==> src/rtl/fifo_access_arbiter.sv <==
// Round-robin push arbiter and pop gate for a shared FIFO, with its own occupancy
// tracking and a drain sequence. Optional reject counter: define FIFO_ARB_STATS_EN.
module fifo_access_arbiter #(
  parameter int NUM_REQ    = 4,
  parameter int DATA_WIDTH = 8,
  parameter int DEPTH      = 8,
  parameter int CNT_WIDTH  = 4
) (
  input  logic                          CLK,
  input  logic                          rst,
  input  logic [NUM_REQ-1:0]            req,
  input  logic [NUM_REQ*DATA_WIDTH-1:0] req_data,
  output logic [NUM_REQ-1:0]            gnt,
  input  logic                          pop_req,
  output logic                          pop_ack,
  input  logic                          drain,
  output logic                          drain_done,
  output logic                          fifo_push,
  output logic                          fifo_pop,
  output logic [DATA_WIDTH-1:0]         fifo_data_in,
  output logic [CNT_WIDTH-1:0]          count,
  output logic                          full,
  output logic                          empty,
`ifdef FIFO_ARB_STATS_EN
  output logic [15:0]                   reject_cnt,
`endif
  output logic                          state_o
);

  localparam int IDX_W = (NUM_REQ > 1) ? $clog2(NUM_REQ) : 1;

  typedef enum logic {S_RUN = 1'b0, S_DRAIN = 1'b1} state_t;

  state_t               state_q, state_d;
  logic [IDX_W-1:0]     last_gnt_q, last_gnt_d;
  logic [CNT_WIDTH-1:0] count_q, count_d;
  logic                 full_q, empty_q;
  logic                 drain_done_q, drain_done_d;
  logic                 drain_pop;
  logic                 found;

  function automatic int rr_idx(input int base, input int k);
    return (base + k) % NUM_REQ;
  endfunction

  // Handshakes: req/gnt and pop_req/pop_ack are level requests; a request is
  // taken in exactly the cycle its grant/ack is high, and otherwise must be held.
  always_comb begin
    gnt        = '0;
    found      = 1'b0;
    last_gnt_d = last_gnt_q;
    if (!rst && state_q == S_RUN && !full_q) begin
      for (int k = 1; k <= NUM_REQ; k++) begin
        if (!found && req[rr_idx(int'(last_gnt_q), k)]) begin
          found                                  = 1'b1;
          gnt[rr_idx(int'(last_gnt_q), k)]       = 1'b1;
          last_gnt_d                             = IDX_W'(rr_idx(int'(last_gnt_q), k));
        end
      end
    end
  end

  always_comb begin
    fifo_data_in = '0;
    for (int i = 0; i < NUM_REQ; i++) begin
      if (gnt[i]) fifo_data_in = req_data[i*DATA_WIDTH +: DATA_WIDTH];
    end
  end

  assign pop_ack   = pop_req & ~empty_q & (state_q == S_RUN) & ~rst;
  assign drain_pop = (state_q == S_DRAIN) & (count_q != '0) & ~rst;
  assign fifo_push = |gnt;
  assign fifo_pop  = pop_ack | drain_pop;
  assign count_d   = count_q + CNT_WIDTH'(fifo_push) - CNT_WIDTH'(fifo_pop);

  // DRAIN exits on the edge that empties the FIFO (immediately if already empty).
  always_comb begin
    state_d      = state_q;
    drain_done_d = 1'b0;
    case (state_q)
      S_RUN:   if (drain) state_d = S_DRAIN;
      S_DRAIN: begin
        if (count_d == '0) begin
          state_d      = S_RUN;
          drain_done_d = 1'b1;
        end
      end
      default: state_d = S_RUN;
    endcase
  end

  always_ff @(posedge CLK) begin
    if (rst) begin
      state_q      <= S_RUN;
      last_gnt_q   <= IDX_W'(NUM_REQ - 1);
      count_q      <= '0;
      full_q       <= 1'b0;
      empty_q      <= 1'b1;
      drain_done_q <= 1'b0;
    end else begin
      state_q      <= state_d;
      last_gnt_q   <= last_gnt_d;
      count_q      <= count_d;
      full_q       <= (count_d == CNT_WIDTH'(DEPTH));
      empty_q      <= (count_d == '0);
      drain_done_q <= drain_done_d;
    end
  end

`ifdef FIFO_ARB_STATS_EN
  logic [15:0] reject_cnt_q;

  always_ff @(posedge CLK) begin
    if (rst || drain_done_d) begin
      reject_cnt_q <= '0;
    end else if (|req && !fifo_push && reject_cnt_q != 16'hFFFF) begin
      reject_cnt_q <= reject_cnt_q + 16'd1;
    end
  end

  assign reject_cnt = reject_cnt_q;
`endif

  assign count      = count_q;
  assign full       = full_q;
  assign empty      = empty_q;
  assign drain_done = drain_done_q;
  assign state_o    = state_q;

endmodule

==> config.mk <==
export PLATFORM = sky130hd
export DESIGN_NAME = fifo_access_arbiter
export DESIGN_NICKNAME = d
export VERILOG_FILES = /design/src/rtl/fifo_access_arbiter.sv
export SDC_FILE = /design/constraint.sdc
export NUM_CORES = 1
export LEC_CHECK = 0
export CAP_MARGIN = 20
export CORE_MARGIN = 2
export CORE_UTILIZATION = 43
export CTS_CLUSTER_DIAMETER = 100
export DETAILED_ROUTE_END_ITERATION = 12
export HOLD_SLACK_MARGIN = 0.1
export PLACE_DENSITY_LB_ADDON = 0.2
export SKIP_CTS_REPAIR_TIMING = 1
export SYNTH_ARGS = -nofsm -noshare
export SYNTH_HDL_FRONTEND = slang
export SYNTH_SLANG_ARGS = --single-unit
==> constraint.sdc <==
create_clock -name CLK -period 5.7 [get_ports CLK]
set_input_delay 0.855 -clock CLK [delete_from_list [all_inputs] [get_ports CLK]]
set_output_delay 0.855 -clock CLK [all_outputs]
set_load 0.03 [all_outputs]
==> impl_metrics.toml <==
[worst_setup_path]
critPathLaunchType = "input port"
criticalPathCategory = "input port to primary output"
crit_fanout = 11
cp.required_ns = 4.85
max_stage_delay_ns = 0.71
cp_cell_sequence = "clkdlybuf4s50_1 -> mux4_2 -> or3b_1 -> a21oi_1 -> a311o_1 -> nand3_1 -> a221oi_2 -> clkdlybuf4s50_1"
crit_path_end_kind = "primary output"
critPathMostFrequentCell = "clkdlybuf4s50_1"
crit_family = "buffers and inverters"
worst-path-buf-inv = 2
worstPathArrival_ns = 4.18
critPathSlowestCell = "clkdlybuf4s50_1"

[placement]
dp_slack_ns = 0.687
place_hpwl_um = 3300
gp_congestion = 0.836
portBuffers = 62

[sta]
worst_slew_pin_slew_ns = 0.715
tns_ns = 0
setup_viol = 0
timing.fmax_mhz = 199
relSlewSlack_pct = 52.1
drv_slew = 0
layout_min_cycle_time_ns = 5.04
whs_ns = 0.589
rsz0062_at_grt = "false"
hold_violations = 0
fin_skew_ns = 0.00684
timing.final.crit_share_pct = 88.3
setup_ws_ns = 0.665

[global_route]
grt_pass1_vias = 1455
grt_first_pass_wirelength_um = 6450
grt_max_degree = 20
overflow = 0
grt_usage_pct = 22.2
antenna_found_initial = 0

[pwr]
pwr_density_cell_mw_per_mm2 = 508
switching_power_mw = 0.554
ir_drop_mv = 0.231
p_comb_share_pct = 82.9
leakage_nw = 0.819
cell_internal_pwr_mw = 0.517
power_frac_clock_pct = 6.1
swShare_pct = 51.7
p_seq_share_pct = 10.9

[synthesis]
synthTopCellsByArea = "dfxtp_1 (14%), ha_1 (11%), a221oi_2 (8.3%)"
syn_inst = 172
synth_cell_type_count = 48
syn_area_sq_mm = 0.00144
synth_top_area_share_pct = 13.9
yosysMostFrequentCell = "inv_1"
async_flop_share_pct = 0
yosysTopAreaCell = "dfxtp_1"
synth_edf_count = 0
synth_common_cells = "inv_1 (23), ha_1 (13), nor3_1 (12), dfxtp_1 (10), nand2_1 (10)"
avgSynthCellArea_sq_um = 8.39
yosysWarnings = 0
synth_fp_nets = 226
ys_seq_area_share_pct = 13.9
ys_ff_latch = 10
ys.flop_type = "dfxtp_1"

[floorplan]
die_y_um = 61.9
io_pins = 63
num_rows = 21
fp.coreArea_sq_mm = 0.00328
die_w_um = 61.9
initial_utilization_pct = 43.9
dieArea_sq_mm = 0.00383

[clocking]
cts_inserted_buffers = 3
clkTransAtPathRegs_ns = 0.07
clk_latency_ns = 0.28
cts_tree = "built"
cts-root-buf = "clkbuf_4"
clock_sinks = 10
clockBufferDepth = 2
htreeDepth = 1

[cells_and_area]
area_delta_synth_final_pct = 46.2
antennaDiodeCount = 0
nets = 287
final_util_pct = 64.2
drive_above_1_share_pct = 10.3

[drt]
dr.pass1.iters = 4
wl_per_cell_um = 14.9
viasPerCell = 5.70
drc = 0
dr_total_vias = 1584
drtIter0Drc = 78
ant_nets = 0
routed_wl_um = 4140

[hold_path]
hp-class = "register to register"

[status]
status = "complete, no violations"

[run]
drv_cap = 0
[state kept, by name (all words and copies together), names as in the netlist]
register and count:
drain_done 1, count 4, last_gnt_q 2, full 1, empty 1, state_o 1
[tightest hold or removal path: stages (launching register included)]
cell and delay [ns]:
dfxtp_1 0.37, nand2_1 0.13, nor2_1 0.06
[kinds of logic (layout without fill, tap and decap cells)]
group | after synthesis | count (layout) | synth area share [%]
AND/OR/NAND/NOR | 61 | 61 | 23.6
AO/OA/AOI/OAI | 44 | 44 | 29.0
XOR/XNOR | 3 | 3 | 1.82
flip-flops | 10 | 10 | 13.9
buffers and inverters | 32 | 92 | 10.8
multiplexers | 8 | 8 | 8.24
adder cells (fa/ha/maj) | 14 | 14 | 12.7
[power groups by stage]
stage	registers, mW	clock network, mW	logic (mW)
after floorplan	0.155	0	0.593
final	0.117	0.0658	0.889
after global routing	0.121	0.0695	0.967
after global placement	0.116	0	0.874
after CTS	0.117	0.0659	0.892
after detailed placement	0.118	0	0.889
[stage by stage]
stage	total power, mW	std cells	area, sq um
after floorplan	0.747	172	1440
after global placement	0.990	274	2070
after detailed placement	1.01	274	2070
after CTS	1.07	278	2110
after global routing	1.16	278	2110
final	1.07	278	2110
[path summary, 6_finish.rpt]
path / to / slack [ns] / start / cells after the start
worst max register to register: drain_done / 1.27 / last_gnt_q[1] / 13
worst max-delay path: fifo_data_in[0] / 0.66 / req[1] / 8
worst min register to register: drain_done / 0.59 / state_o / 2
worst min-delay path: drain_done / 0.59 / state_o / 2
[cell usage in the layout (no fill, tap or decap), drive strengths merged, types with 5 or more instances in the layout]
| cell type | synthesis | routed |
|---|---|---|
| nor2 | 5 | 5 |
| o21ai | 5 | 5 |
| dfxtp | 10 | 10 |
| a311oi | 9 | 9 |
| a21oi | 5 | 5 |
| a221oi | 9 | 9 |
| nor3 | 12 | 12 |
| clkdlybuf4s50 | 0 | 62 |
| ha | 13 | 13 |
| nand2 | 10 | 10 |
| nand3 | 9 | 9 |
| and3 | 5 | 5 |
| inv | 23 | 23 |
[area by class of cell]
cell class / count / area, sq um
Multi-Input combinational cell: 130 / 1090
Sequential cell: 10 / 200
Fill cell: 300 / 1170
Inverter: 23 / 86.3
Tap cell: 46 / 57.6
Timing Repair Buffer: 65 / 643
Clock buffer: 4 / 36.3
[per-layer routing]
| layer | wire [um] | track usage (%) | up-vias |
|---|---|---|---|
| met1 | 1800 | 29.2 | 748 |
| li1 | - | - | 769 |
| met5 | 0 | 0 | - |
| met3 | 246 | 2.28 | 11 |
| met2 | 2020 | 37.3 | 56 |
| met4 | 81 | 8.81 | 0 |
Power figures use the tool's default switching activity.
